$ cat config.mk
export PLATFORM = sky130hd
export DESIGN_NAME = up_operand_driver
export DESIGN_NICKNAME = d
export VERILOG_FILES = /design/src/rtl/up_drv_pkg.sv /design/src/rtl/up_drv_cnt.sv /design/src/rtl/up_operand_driver.sv
export SDC_FILE = /design/constraint.sdc
export NUM_CORES = 1
export LEC_CHECK = 0
export BUFFER_PORTS_ARGS = -buffer_cell sky130_fd_sc_hd__buf_2
export CAP_MARGIN = 25
export CORE_MARGIN = 2
export CORE_UTILIZATION = 50
export CTS_CLUSTER_DIAMETER = 50
export CTS_CLUSTER_SIZE = 30
export DETAILED_ROUTE_END_ITERATION = 8
export HOLD_SLACK_MARGIN = 0.06
export PLACE_DENSITY = 0.75
export SYNTH_ARGS = -nofsm -noshare
export SYNTH_HDL_FRONTEND = slang
export SYNTH_HIERARCHICAL = 1
export SYNTH_SLANG_ARGS = --single-unit
$ cat constraint.sdc
create_clock -name CLOCK -period 7.94 [get_ports CLOCK]
set_input_delay 0.397 -clock CLOCK [delete_from_list [all_inputs] [get_ports CLOCK]]
set_output_delay 0.397 -clock CLOCK [all_outputs]
set_load 0.1 [all_outputs]
$ cat src/rtl/up_drv_pkg.sv
// Shared types and default timing for the up_operand_driver block.
package up_drv_pkg;

  typedef logic [7:0] data_t;

  typedef enum logic [2:0] {
    IDLE,
    SETUP_A,
    ENTER_A,
    GAP,
    SETUP_B,
    ENTER_B,
    WAIT_HALT,
    DONE
  } state_e;

  localparam int unsigned DEF_SETUP_CYC   = 5;
  localparam int unsigned DEF_ENTER_CYC   = 2;
  localparam int unsigned DEF_GAP_CYC     = 15;
  localparam int unsigned DEF_TIMEOUT_CYC = 255;

  // Number of cycles a state occupies; 0 for states not timed by the counter.
  function automatic data_t phase_len(input state_e s, input data_t setup,
                                      input data_t enter, input data_t gap,
                                      input data_t tmo);
    case (s)
      SETUP_A, SETUP_B: return setup;
      ENTER_A, ENTER_B: return enter;
      GAP:              return gap;
      WAIT_HALT:        return tmo;
      default:          return '0;
    endcase
  endfunction

endpackage

$ cat src/rtl/up_drv_cnt.sv
// Loadable 8-bit down-counter; saturates at 0, terminal flag at 1.
module up_drv_cnt
  import up_drv_pkg::*;
(
  input  logic  clk,
  input  logic  rst,
  input  logic  load,
  input  data_t load_val,
  output logic  term
);

  data_t cnt_d, cnt_q;

  // Load has priority; otherwise count down without wrapping below zero.
  always_comb begin
    cnt_d = cnt_q;
    if (load)
      cnt_d = load_val;
    else if (cnt_q != '0)
      cnt_d = cnt_q - 8'd1;
  end

  // Counter register.
  always_ff @(posedge clk) begin
    if (rst) cnt_q <= '0;
    else     cnt_q <= cnt_d;
  end

  assign term = (cnt_q == 8'd1);

endmodule

$ cat src/rtl/up_operand_driver.sv
// Drives two operands to a simple processor (Input/Enter handshake), then
// waits for a Halt rising edge and captures the processor's Output.
// Optional feature macro: UP_DRV_TIMEOUT_EN enables the WAIT_HALT abort.
module up_operand_driver
  import up_drv_pkg::*;
#(
  parameter int unsigned SETUP_CYC   = DEF_SETUP_CYC,
  parameter int unsigned ENTER_CYC   = DEF_ENTER_CYC,
  parameter int unsigned GAP_CYC     = DEF_GAP_CYC,
  parameter int unsigned TIMEOUT_CYC = DEF_TIMEOUT_CYC
) (
  input  logic  CLOCK,
  input  logic  RESET,
  input  logic  Start,
  input  data_t OpA,
  input  data_t OpB,
  output logic  Busy,
  output logic  Init,
  output data_t Input,
  output logic  Enter,
  input  logic  Halt,
  input  data_t Output,
  output data_t Result,
  output logic  ResultValid,
  output logic  Timeout
);

  state_e state_d, state_q;
  data_t  opa_d, opa_q, opb_d, opb_q;
  data_t  result_d, result_q;
  logic   rvalid_d, rvalid_q;
  logic   enter_d, enter_q;
  logic   halt_d, halt_q;
  logic   init_d, init_q;
  logic   rst_dly_d, rst_dly_q;
  logic   cnt_load, cnt_term;
  data_t  cnt_val;
`ifdef UP_DRV_TIMEOUT_EN
  logic   timeout_d, timeout_q;
`endif

  // All phase timing shares one counter, reloaded on every state change.
  up_drv_cnt u_cnt (
    .clk      (CLOCK),
    .rst      (RESET),
    .load     (cnt_load),
    .load_val (cnt_val),
    .term     (cnt_term)
  );

  // Next-state and datapath updates for the operand sequencer.
  always_comb begin
    state_d   = state_q;
    opa_d     = opa_q;
    opb_d     = opb_q;
    result_d  = result_q;
    rvalid_d  = 1'b0;
    halt_d    = Halt;
    rst_dly_d = 1'b0;
    init_d    = rst_dly_q;
`ifdef UP_DRV_TIMEOUT_EN
    timeout_d = 1'b0;
`endif
    case (state_q)
      IDLE:
        if (Start && !init_q) begin
          opa_d   = OpA;
          opb_d   = OpB;
          state_d = SETUP_A;
        end
      SETUP_A: if (cnt_term) state_d = ENTER_A;
      ENTER_A: if (cnt_term) state_d = GAP;
      GAP:     if (cnt_term) state_d = SETUP_B;
      SETUP_B: if (cnt_term) state_d = ENTER_B;
      ENTER_B: if (cnt_term) state_d = WAIT_HALT;
      WAIT_HALT:
        // Only a fresh rising edge of Halt counts as completion.
        if (Halt && !halt_q) begin
          result_d = Output;
          rvalid_d = 1'b1;
          state_d  = DONE;
        end
`ifdef UP_DRV_TIMEOUT_EN
        else if (cnt_term) begin
          timeout_d = 1'b1;
          state_d   = IDLE;
        end
`endif
      DONE:    state_d = IDLE;
      default: state_d = IDLE;
    endcase
    cnt_load = (state_d != state_q);
    cnt_val  = phase_len(state_d, data_t'(SETUP_CYC), data_t'(ENTER_CYC),
                         data_t'(GAP_CYC), data_t'(TIMEOUT_CYC));
    enter_d  = (state_d == ENTER_A) || (state_d == ENTER_B);
  end

  // State and output registers; Init stretches one cycle past reset.
  always_ff @(posedge CLOCK) begin
    if (RESET) begin
      state_q   <= IDLE;
      opa_q     <= '0;
      opb_q     <= '0;
      result_q  <= '0;
      rvalid_q  <= 1'b0;
      enter_q   <= 1'b0;
      halt_q    <= 1'b0;
      init_q    <= 1'b1;
      rst_dly_q <= 1'b1;
`ifdef UP_DRV_TIMEOUT_EN
      timeout_q <= 1'b0;
`endif
    end else begin
      state_q   <= state_d;
      opa_q     <= opa_d;
      opb_q     <= opb_d;
      result_q  <= result_d;
      rvalid_q  <= rvalid_d;
      enter_q   <= enter_d;
      halt_q    <= halt_d;
      init_q    <= init_d;
      rst_dly_q <= rst_dly_d;
`ifdef UP_DRV_TIMEOUT_EN
      timeout_q <= timeout_d;
`endif
    end
  end

  // Operand bus follows the phase: A up to the gap, B afterwards, 0 when idle.
  always_comb begin
    Input = '0;
    case (state_q)
      SETUP_A, ENTER_A, GAP:              Input = opa_q;
      SETUP_B, ENTER_B, WAIT_HALT, DONE:  Input = opb_q;
      default:                            Input = '0;
    endcase
  end

  assign Busy        = (state_q != IDLE);
  assign Init        = init_q;
  assign Enter       = enter_q;
  assign Result      = result_q;
  assign ResultValid = rvalid_q;
`ifdef UP_DRV_TIMEOUT_EN
  assign Timeout     = timeout_q;
`else
  assign Timeout     = 1'b0;
`endif

endmodule

==> impl_metrics.tcl <==
set metrics [dict create \
    met2_usage 0.3204 \
    grt_pass1_vias 1543 \
    yosysUniqueCellTypes 49 \
    clk_latency_ns 0.29 \
    die_w_um 68.12 \
    dp_hpwl_um 2941 \
    crit_family "simple AND/OR/NAND/NOR gates" \
    drive_gt1_frac 0.2389 \
    clk_pin_slew_ns 0.07 \
    fin_nets 323 \
    ys_ff_latch 40 \
    fin_util 0.5933 \
    vdd_ir_drop_max_mv 0.2244 \
    worst_pin_slew_ns 0.9893 \
    num_vias 1906 \
    met3_usage 0.05428 \
    drt_first_pass_iters 4 \
    layout_commonest_cell "buf_2" \
    grt_use_met1 0.2722 \
    cts_setup_buffers 0 \
    fin_crit_sh 0.4156 \
    design_area_um2 2356 \
    path_buf_inv 2 \
    worstSetupPathType "reg2reg" \
    crit_chain "or4_4, nor4b_1, buf_4, o21a_1, o32ai_1, o21ai_0, clkinv_1, mux2i_1, nor2_2" \
    critPathLaunchType "flip-flop" \
    worstPathRequired_ns 8.11 \
    numCtsBuffers 5 \
    synth_warnings 6 \
    syn_nets 289 \
    worstPathArrival_ns 3.47 \
    io_buffers 47 \
    maxCapViolCount 0 \
    gp_congestion 0.7493 \
    core_um2 3971 \
    cp-end-kind "flip-flop" \
    period_needed_ns 3.300 \
    setup_viol 0 \
    grt_overflow 0 \
    grt_setup_unrepaired "no" \
    grtUsageTotal 0.2032 \
    cts_buffer_depth 2 \
    postPlaceCellArea_um2 2248 \
    rows 23 \
    ant_nets 0 \
    dr.first_iter.drc_count 167 \
    antenna_found_initial 0 \
    hold_path_class "in2reg" \
    die_area_um2 4640 \
    crit_fanout 12 \
    initial_utilization 0.5176 \
    cts_tree "built" \
    diodes 0 \
    mostFrequentLayoutCells "buf_2 (47), dfxtp_1 (40), o21ai_0 (30)" \
    grt_pass1_wl_um 7148 \
    clockRootBuffer "clkbuf_8" \
    synth-edff-count 0 \
    timing.fmax_ghz 0.3031 \
    finClkSkew_ns 0.007371 \
    cpMaxStageDelayCell "o21ai_0" \
    status "complete, no violations" \
    slew_headroom 0.3396 \
    syn_area_per_cell_um2 7.968 \
    die_h_um 68.12 \
    h-tree-depth 2 \
    syn_inst 258 \
    p_per_area_nw_per_um2 265.1 \
    cts_sinks 40 \
    synthArstFlopShare 0 \
    slowest_delay_ns 0.65 \
    synth_flop_cell "dfxtp_1" \
    final.setup.tns_ns 0 \
    postCtsResizedCells 0 \
    viasPerCell 5.557 \
    slew_violations 0 \
    hold_viol 0 \
    grt_max_degree 36 \
    drt-total-wl_um 4522 \
    power_mw 0.6246 \
    mappedNetlistArea_um2 2056 \
    route.detailed.drc 0 \
    ios 49 \
    areaGrowthSynthToFinish_pct 14.61 \
    wl_per_cell_um 13.18 \
    grt_busiest_layer "met2" \
    p_leak_nw 0.9133 \
    synth-seq-area-share 0.3895 \
    ctsHoldBuffers 0 \
]
power by group:
| group | leakage (nW) | total (mW) | switching [mW] | internal [mW] |
|---|---|---|---|---|
| Sequential | 0.326 | 0.254 | 0.0301 | 0.224 |
| Clock | 0.0552 | 0.160 | 0.0664 | 0.0932 |
| Combinational | 0.532 | 0.211 | 0.119 | 0.0916 |
metal layers:
| layer | share of wire | wire [um] |
|---|---|---|
| met1 | 0.46 | 2081 |
| met3 | 0.060 | 270 |
| met4 | 0.012 | 54 |
| met5 | 0 | 0 |
| met2 | 0.47 | 2115 |
synth_stat cells (2+ instances only):
library cell | n | area (um^2)
o21a_1 | 2 | 15.01
buf_4 | 2 | 15.01
buf_2 | 6 | 30.03
mux2i_1 | 2 | 20.02
o21ai_0 | 30 | 150.1
nor2_1 | 11 | 41.29
a21oi_1 | 29 | 145.1
a211oi_2 | 4 | 50.05
or2_2 | 2 | 12.51
nor2_2 | 2 | 12.51
inv_1 | 5 | 18.77
nand3_1 | 24 | 120.1
xor2_1 | 2 | 17.52
ha_1 | 3 | 37.54
clkinv_1 | 2 | 7.510
nor2b_1 | 5 | 31.28
a31oi_1 | 3 | 18.77
clkbuf_1 | 10 | 37.54
xnor2_1 | 5 | 43.79
nand2_1 | 26 | 97.59
nand2b_1 | 4 | 25.02
buf_6 | 3 | 33.78
nor3b_1 | 2 | 15.01
dfxtp_1 | 40 | 800.8
o211ai_1 | 2 | 15.01
o21ai_1 | 9 | 45.04
worst paths after layout:
path                                        to  depth (start not counted)            from  slack (ns)
worst max-delay path            u_cnt/cnt_q[4]                          9  u_cnt/cnt_q[4]        4.64
worst min-delay path                  opb_q[0]                          3          OpB[0]        0.35
worst max register to register  u_cnt/cnt_q[4]                          9  u_cnt/cnt_q[4]        4.64
worst min register to register            Init                          1          init_d        0.41
worst min-delay path: cells and delay by family:
kind                   cells  cell delay (ns)
AO/OA/AOI/OAI              1             0.05
buffers and inverters      1             0.09
AND/OR/NAND/NOR            1             0.05
logic make-up after synthesis:
family | synth area share
xor gates and xnor gates | 0.02982
and+or+nand+nor | 0.2355
AOI/OAI and AO/OA | 0.2422
buffers and inverters | 0.07304
muxes | 0.009739
adders and majority gates | 0.01826
other | 0.001824
DFF | 0.3895
sequential cells by signal, indices dropped and copies added, names as in the netlist:
name / flops
opb_q: 8
Init: 1
Enter: 1
halt_q: 1
ResultValid: 1
state_q: 3
Result: 8
opa_q: 8
init_d: 1
u_cnt/cnt_q: 8
cell type report:
| cell class | count | area (um^2) |
|---|---|---|
| fillers | 358 | 1615 |
| multi-input cells | 188 | 1105 |
| flip-flops and latches | 40 | 800.8 |
| repair buffers | 49 | 250.2 |
| clock buffers | 6 | 72.57 |
| well taps | 50 | 62.56 |
| clock inverters | 2 | 35.03 |
| inverters | 8 | 30.03 |
through the flow:
step	setup WS [ns]	cells	hold slack, ns
global placement	4.801	335	0.3901
global route	4.393	343	0.3502
floorplan	4.586	258	0.3895
detailed placement	4.724	335	0.3933
finish	4.640	343	0.3455
CTS	4.676	343	0.3389
Note: power is estimated with default switching activity, not from simulation.
